$ cat src/rtl/matmult_nxn_seq_if.sv
// matmult_nxn_seq_if
// Handshake and data bundle for the NxN sequential matrix multiplier.
//   in_valid/in_ready      : operand handshake (producer -> multiplier)
//   a_flat/b_flat          : A and B, element (i,j) at [(i*N+j)*DATA_W +: DATA_W]
//   acc_en                 : accumulate request, present only with MATMULT_ACCUM_EN
//   busy                   : a job is in progress
//   out_valid/out_ready    : result handshake (multiplier -> consumer)
//   c_flat                 : C, element (i,j) at [(i*N+j)*ACC_W +: ACC_W]
// Modports: master = operand producer / result consumer, slave = multiplier.
// Optional feature macro: MATMULT_ACCUM_EN.
interface matmult_nxn_seq_if #(
    parameter int N      = 2,
    parameter int DATA_W = 16,
    parameter int ACC_W  = 2 * DATA_W + $clog2(N)
);
    logic                    in_valid;
    logic                    in_ready;
    logic [N*N*DATA_W-1:0]   a_flat;
    logic [N*N*DATA_W-1:0]   b_flat;
`ifdef MATMULT_ACCUM_EN
    logic                    acc_en;
`endif
    logic                    busy;
    logic                    out_valid;
    logic                    out_ready;
    logic [N*N*ACC_W-1:0]    c_flat;

    modport master (
`ifdef MATMULT_ACCUM_EN
        output acc_en,
`endif
        output in_valid, a_flat, b_flat, out_ready,
        input  in_ready, busy, out_valid, c_flat
    );

    modport slave (
`ifdef MATMULT_ACCUM_EN
        input  acc_en,
`endif
        input  in_valid, a_flat, b_flat, out_ready,
        output in_ready, busy, out_valid, c_flat
    );
endinterface

$ cat src/rtl/matmult_nxn_seq.sv
// matmult_nxn_seq
// Sequential NxN integer matrix multiplier, C = A x B.
// N parallel MAC lanes (one per column j) walk row i and inner index k;
// one row of C completes every N cycles, a full matrix in N*N cycles.
// Ports:
//   clk  : clock, all logic on rising edge
//   rst  : synchronous active-high reset, aborts any job and clears C
//   bus  : matmult_nxn_seq_if.slave (operand/result handshakes, A, B, C, busy)
// Parameters: N (>=2), DATA_W, ACC_W (result width, wraps if set narrow),
//   SIGNED (1: two's-complement, 0: unsigned).
// Optional feature macro: MATMULT_ACCUM_EN adds bus.acc_en; when set at
//   accept, each lane seeds its row from the current C so C_new = C_old + A x B.
module matmult_nxn_seq #(
    parameter int N      = 2,
    parameter int DATA_W = 16,
    parameter int ACC_W  = 2 * DATA_W + $clog2(N),
    parameter int SIGNED = 0
) (
    input  logic               clk,
    input  logic               rst,
    matmult_nxn_seq_if.slave   bus
);
    localparam int CW = $clog2(N);
    localparam int IW = $clog2(N * N);
    localparam int PW = 2 * DATA_W;

    typedef enum logic [1:0] {
        IDLE    = 2'd0,
        COMPUTE = 2'd1,
        DONE    = 2'd2
    } state_t;

    state_t                  state_reg;
    state_t                  state_next;
    logic [N*N*DATA_W-1:0]   a_reg;
    logic [N*N*DATA_W-1:0]   b_reg;
    logic [CW-1:0]           row_reg;
    logic [CW-1:0]           k_reg;
    logic                    acc_mode_reg;
    logic [ACC_W-1:0]        acc_reg  [N];
    logic [ACC_W-1:0]        c_reg    [N*N];
    logic [ACC_W-1:0]        lane_sum [N];

    logic accept;
    logic last_k;
    logic last_row;
    logic acc_req;

    assign accept   = (state_reg == IDLE) && bus.in_valid;
    assign last_k   = (k_reg == CW'(N - 1));
    assign last_row = (row_reg == CW'(N - 1));

`ifdef MATMULT_ACCUM_EN
    assign acc_req = bus.acc_en;
`else
    assign acc_req = 1'b0;
`endif

    // ---------------- FSM ----------------
    always_ff @(posedge clk) begin
        if (rst) begin
            state_reg <= IDLE;
        end else begin
            state_reg <= state_next;
        end
    end

    always_comb begin
        state_next = state_reg;
        case (state_reg)
            IDLE:    if (accept) state_next = COMPUTE;
            COMPUTE: if (last_k && last_row) state_next = DONE;
            // A pending result blocks new jobs even if out_ready and
            // in_valid coincide; the next accept is one edge later.
            DONE:    if (bus.out_ready) state_next = IDLE;
            default: state_next = IDLE;
        endcase
    end

    // ---------------- MAC lanes ----------------
    genvar gi;
    generate
        for (gi = 0; gi < N; gi++) begin : g_lane
            logic [DATA_W-1:0] a_el;
            logic [DATA_W-1:0] b_el;
            logic [PW-1:0]     prod;
            logic [ACC_W-1:0]  prod_acc;
            logic [ACC_W-1:0]  base;
            logic [IW-1:0]     c_idx;

            assign a_el  = a_reg[(int'(row_reg) * N + int'(k_reg)) * DATA_W +: DATA_W];
            assign b_el  = b_reg[(int'(k_reg) * N + gi) * DATA_W +: DATA_W];
            assign c_idx = IW'(int'(row_reg) * N + gi);

            if (SIGNED != 0) begin : g_signed
                logic signed [PW-1:0] a_ext;
                logic signed [PW-1:0] b_ext;
                assign a_ext = PW'($signed(a_el));
                assign b_ext = PW'($signed(b_el));
                assign prod  = a_ext * b_ext;
            end else begin : g_unsigned
                assign prod = PW'(a_el) * PW'(b_el);
            end

            // Extend the full-width product to ACC_W, or keep its low bits
            // when ACC_W is narrower (modulo 2^ACC_W arithmetic).
            if (ACC_W >= PW) begin : g_ext
                if (SIGNED != 0) begin : g_sext
                    assign prod_acc = ACC_W'($signed(prod));
                end else begin : g_zext
                    assign prod_acc = ACC_W'(prod);
                end
            end else begin : g_trunc
                assign prod_acc = prod[ACC_W-1:0];
            end

            // At k==0 the running sum restarts from 0 (or from the current
            // C(i,j) in accumulate mode) instead of the previous row's total.
            assign base = (k_reg == '0) ? (acc_mode_reg ? c_reg[c_idx] : '0)
                                        : acc_reg[gi];
            assign lane_sum[gi] = base + prod_acc;
        end
    endgenerate

    // ---------------- datapath registers ----------------
    always_ff @(posedge clk) begin
        if (rst) begin
            a_reg        <= '0;
            b_reg        <= '0;
            row_reg      <= '0;
            k_reg        <= '0;
            acc_mode_reg <= 1'b0;
            for (int j = 0; j < N; j++) begin
                acc_reg[j] <= '0;
            end
            for (int e = 0; e < N * N; e++) begin
                c_reg[e] <= '0;
            end
        end else begin
            case (state_reg)
                IDLE: begin
                    if (accept) begin
                        a_reg        <= bus.a_flat;
                        b_reg        <= bus.b_flat;
                        row_reg      <= '0;
                        k_reg        <= '0;
                        acc_mode_reg <= acc_req;
                    end
                end
                COMPUTE: begin
                    for (int j = 0; j < N; j++) begin
                        acc_reg[j] <= lane_sum[j];
                    end
                    if (last_k) begin
                        for (int j = 0; j < N; j++) begin
                            c_reg[IW'(int'(row_reg) * N + j)] <= lane_sum[j];
                        end
                        k_reg   <= '0;
                        row_reg <= last_row ? '0 : row_reg + 1'b1;
                    end else begin
                        k_reg <= k_reg + 1'b1;
                    end
                end
                default: ;
            endcase
        end
    end

    // ---------------- outputs ----------------
    assign bus.in_ready  = (state_reg == IDLE);
    assign bus.busy      = (state_reg != IDLE);
    assign bus.out_valid = (state_reg == DONE);

    generate
        for (gi = 0; gi < N * N; gi++) begin : g_cout
            assign bus.c_flat[gi*ACC_W +: ACC_W] = c_reg[gi];
        end
    endgenerate
endmodule

$ cat src/flat_wrapper.sv
// flat-port wrapper written by rule: the top's interface ports become plain ports
module matmult_nxn_seq_flat 
#(
    parameter int N      = 2,
    parameter int DATA_W = 16,
    parameter int ACC_W  = 2 * DATA_W + $clog2(N),
    parameter int SIGNED = 0
)
  (clk, rst, bus_in_valid, bus_a_flat, bus_b_flat, bus_out_ready, bus_in_ready, bus_busy, bus_out_valid, bus_c_flat);
  matmult_nxn_seq_if #(.N(N), .DATA_W(DATA_W), .ACC_W(ACC_W)) bus_i ();
  input  logic clk;
  input  logic rst;
  input wire logic [$bits(bus_i.in_valid)-1:0] bus_in_valid;
  input wire logic [$bits(bus_i.a_flat)-1:0] bus_a_flat;
  input wire logic [$bits(bus_i.b_flat)-1:0] bus_b_flat;
  input wire logic [$bits(bus_i.out_ready)-1:0] bus_out_ready;
  output wire logic [$bits(bus_i.in_ready)-1:0] bus_in_ready;
  output wire logic [$bits(bus_i.busy)-1:0] bus_busy;
  output wire logic [$bits(bus_i.out_valid)-1:0] bus_out_valid;
  output wire logic [$bits(bus_i.c_flat)-1:0] bus_c_flat;
  assign bus_i.in_valid = bus_in_valid;
  assign bus_i.a_flat = bus_a_flat;
  assign bus_i.b_flat = bus_b_flat;
  assign bus_i.out_ready = bus_out_ready;
  assign bus_in_ready = bus_i.in_ready;
  assign bus_busy = bus_i.busy;
  assign bus_out_valid = bus_i.out_valid;
  assign bus_c_flat = bus_i.c_flat;
  matmult_nxn_seq #(.N(N), .DATA_W(DATA_W), .ACC_W(ACC_W), .SIGNED(SIGNED)) u_core (.clk(clk), .rst(rst), .bus(bus_i));
endmodule
$ cat config.mk
export PLATFORM = sky130hd
export DESIGN_NAME = matmult_nxn_seq_flat
export DESIGN_NICKNAME = d
export VERILOG_FILES = /design/src/rtl/matmult_nxn_seq_if.sv /design/src/rtl/matmult_nxn_seq.sv /design/src/flat_wrapper.sv
export SDC_FILE = /design/constraint.sdc
export NUM_CORES = 2
export LEC_CHECK = 0
export CAP_MARGIN = 20
export CORE_MARGIN = 2
export CORE_UTILIZATION = 60
export CTS_BUF_LIST = sky130_fd_sc_hd__clkbuf_8 sky130_fd_sc_hd__clkbuf_16
export DETAILED_ROUTE_END_ITERATION = 8
export PLACE_DENSITY_LB_ADDON = 0.2
export SYNTH_ARGS = -nofsm -noshare
export SYNTH_HDL_FRONTEND = slang
export SYNTH_SLANG_ARGS = --single-unit
$ cat constraint.sdc
create_clock -name clk -period 9.35 [get_ports clk]
set_input_delay 1.87 -clock clk [delete_from_list [all_inputs] [get_ports clk]]
set_output_delay 1.87 -clock clk [all_outputs]
set_load 0.05 [all_outputs]
==> impl_metrics.csv <==
group,metric,value,unit
outcome,status,"completed",
floorplan,dieArea,54400,um^2
worst_setup_path,worst_r2r_endpoint,"u_core.c_reg[3][27]",
placed_design,place_area,34800,um^2
synth,syn_area,31500,um^2
synth,ys.warnings.count,0,
hold_path,min_to,"u_core.a_reg[33]",
hold_path,min_from,"u_core.a_reg[33]",
cts,cts_resized,0,
floorplan,dieWidth,233,um
grt,antenna_found_initial,0,
worst_setup_path,r2r_start,"u_core.last_row",
detailed_routing,wire_per_inst,22.5,um
synth,ys.flop_type,"edfxtp_1",
flow_run,max-cap-violations,0,
synth,synth.distinct_cells,68,
detailed_routing,vias,25177,
synth,synth_edf_count,198,
worst_setup_path,end_kind,"flip-flop",
grt,grtUsageTotal,36.8,%
worst_setup_path,cp_max_fo,32,
hold_path,holdPathStages,2,
grt,grt_pass1_wl,150000,um
synth,synth_area_leaders,"fa_1 29%, edfxtp_1 19%, dfxtp_1 8.4%",
cts,htreeDepth,2,
synth,ys_ff_latch,330,
synth,synth_top_area_share,28.7,%
power_and_ir_drop,p_leak,16.3,nW
grt,grt_max_degree,108,
placed_design,place_hpwl,74000,um
timing,layout_setup_ws,0.836,ns
worst_setup_path,critPathArrivalTime,8.79,ns
floorplan,fp-row-count,84,
detailed_routing,firstDrtPassIters,6,
timing,hold_viol_final,0,
finish,largest_reg_flops,132,
finish,areaGrowthSynthToFinish,14.3,%
detailed_routing,wirelength,97200,um
finish,diodes,0,
hold_path,worst_hold_path_type,"reg2reg",
finish,fin_nets,4389,
timing,finalSetupViolCount,0,
worst_setup_path,crit_path_start_kind,"flip-flop",
placed_design,pre_cts_ws,1.06,ns
worst_setup_path,r2r_cells,21,
synth,syn_inst,3418,
detailed_routing,vias_per_cell,5.83,
synth,seq_area_frac_synth,27.2,%
worst_setup_path,critPathKind,"reg2reg",
finish,design_area,36000,um^2
timing,period_minus_slack,8.51,ns
timing,maxSlewViolCount,0,
timing,slew_headroom,26.8,%
worst_setup_path,worstPathRequired,9.63,ns
synth,syn_avg_cell_area,9.23,um^2
power_and_ir_drop,vdd_drop_max,0.000136,V
worst_setup_path,r2r_slack,0.84,ns
detailed_routing,drt_iter0_drc,2122,
cts,cts_max_path_buffers,3,
cts,cts_root_buffer,"clkbuf_16",
cts,insertion_delay,0.56,ns
timing,period_share,91.1,%
placed_design,numPortBuffers,266,
power_and_ir_drop,p_total,4.53,mW
floorplan,start_util,60.4,%
floorplan,core-area,52200,um^2
power_and_ir_drop,p_per_area,126,nW/um^2
timing,setup_tns,0,ns
cts,clk_pin_slew,0.06,ns
floorplan,die_h,233,um
cts,post_cts_buffers,0,
finish,drive_gt1_share,4.74,%
placed_design,placed_cells,4251,
grt,grt_overflow_total,0,
cts,cts_buffers,38,
timing,fmax,117,MHz
synth,syn_nets,4204,
placed_design,place.gp.congestion,0.920,
timing,rsz0062_at_grt,"false",
finish,stdcell_count,4319,
cts,clock-sinks,330,
synth,async_flop_share,0,%
cts,hold_buffers,0,
timing,worst_clock_skew,0.0234,ns
timing,tightest_slew,1.09,ns
detailed_routing,drc_errors,0,
grt,first_global_vias,26032,
floorplan,num_io_pins,267,
detailed_routing,ant_nets,0,
cts,cts_tree,"done",
synth,synth_top_area_cell,"fa_1",
[area by class of cell]
class / instances / area, um^2
inverter: 634 / 2380
multi-input combinational: 2291 / 20000
clock buffer: 42 / 1020
tap: 688 / 861
fill: 4124 / 16200
timing repair buffer: 308 / 2980
sequential: 330 / 8590
clock inverter: 26 / 256
[cell families after synthesis]
group / Yosys count / synth area share, %
adder cells (fa/ha/maj): 654 / 36.7
buffers and inverters: 797 / 9.57
AND/OR/NAND/NOR: 1150 / 15.2
AO/OA/AOI/OAI: 353 / 6.83
multiplexers: 79 / 2.94
flip-flops: 330 / 27.2
XOR/XNOR: 55 / 1.53
[stage by stage]
stage,util [%],hold slack (ns)
after floorplan,-,0.433
after global placement,66.5,0.439
after detailed placement,66.6,0.446
after CTS,69.0,0.454
after global routing,69.0,0.477
final,69.0,0.457
[per-layer routing]
metal / vias to the layer above / part of all wire (%) / GRT usage [%]
met3: 292 / 11 / 8.76
met4: 0 / 4.9 / 16.0
met2: 1416 / 43 / 54.5
li1: 10902 / - / -
met1: 12567 / 40 / 52.0
met5: - / 0 / 0
[cells in the final DEF (no fill, tap or decap), types with 7 or more instances in the layout]
master,synthesis,final
clkbuf_16,0,39
edfxtp_1,198,198
o21a_1,12,12
nand4_1,7,7
o21bai_1,7,7
fa_1,452,452
nor3_1,8,8
nor2_1,310,310
nand3_1,13,12
inv_1,634,641
a21o_1,22,22
o21ai_0,39,34
ha_1,202,202
mux2_2,38,38
xor2_1,27,27
mux4_2,7,7
nand2_1,643,642
dfxtp_1,132,131
a21oi_1,182,182
and2_1,99,98
clkdlybuf4s50_1,0,265
o21ai_1,6,11
o22ai_1,28,28
mux2i_1,34,33
nor2b_1,23,23
xnor2_1,28,28
and3_1,8,8
nand2b_1,25,24
buf_4,0,41
a211oi_1,7,7
[power breakdown]
group	internal, mW	switching, mW
Combinational	0.413	0.909
Sequential	1.62	0.0420
Clock	0.900	0.640
[worst max-delay path by stage]
stage | end | from | depth (start not counted) | slack [ns]
floorplan | u_core.c_reg[3][32] | u_core.k_reg | 27 | 2.12
global placement | u_core.c_reg[3][27] | u_core.k_reg | 21 | 1.19
detailed placement | u_core.c_reg[3][27] | u_core.last_row | 23 | 1.06
CTS | u_core.c_reg[3][27] | u_core.last_row | 23 | 1.02
global route | u_core.c_reg[3][27] | u_core.last_row | 21 | 0.64
finish | u_core.c_reg[3][27] | u_core.last_row | 21 | 0.84
[cells in the mapped netlist (all sizes together), types with 24 or more instances]
cell    instances
nand2         643
edfxtp        198
dfxtp         132
inv           634
mux2i          34
clkbuf        139
and2           99
buf            24
nor2          311
fa            452
xnor2          28
o21ai          47
xor2           27
o22ai          29
ha            202
a21oi         183
nand2b         25
mux2           38
[critical path: stages (launching register included)]
cell and delay (ns):
dfxtp_1 0.63, buf_4 0.36, mux4_2 0.86, nand2_1 0.22
fa_1 0.57, fa_1 0.49, fa_1 0.56, inv_1 0.06
fa_1 0.50, fa_1 0.50, inv_1 0.05, fa_1 0.49
inv_1 0.05, ha_1 0.44, and4_1 0.40, o21ai_1 0.11
a21oi_1 0.32, o21ai_0 0.23, a21oi_1 0.46, a31oi_1 0.17
xor2_1 0.56, o22ai_1 0.15
(Power assumes the default switching activity.)
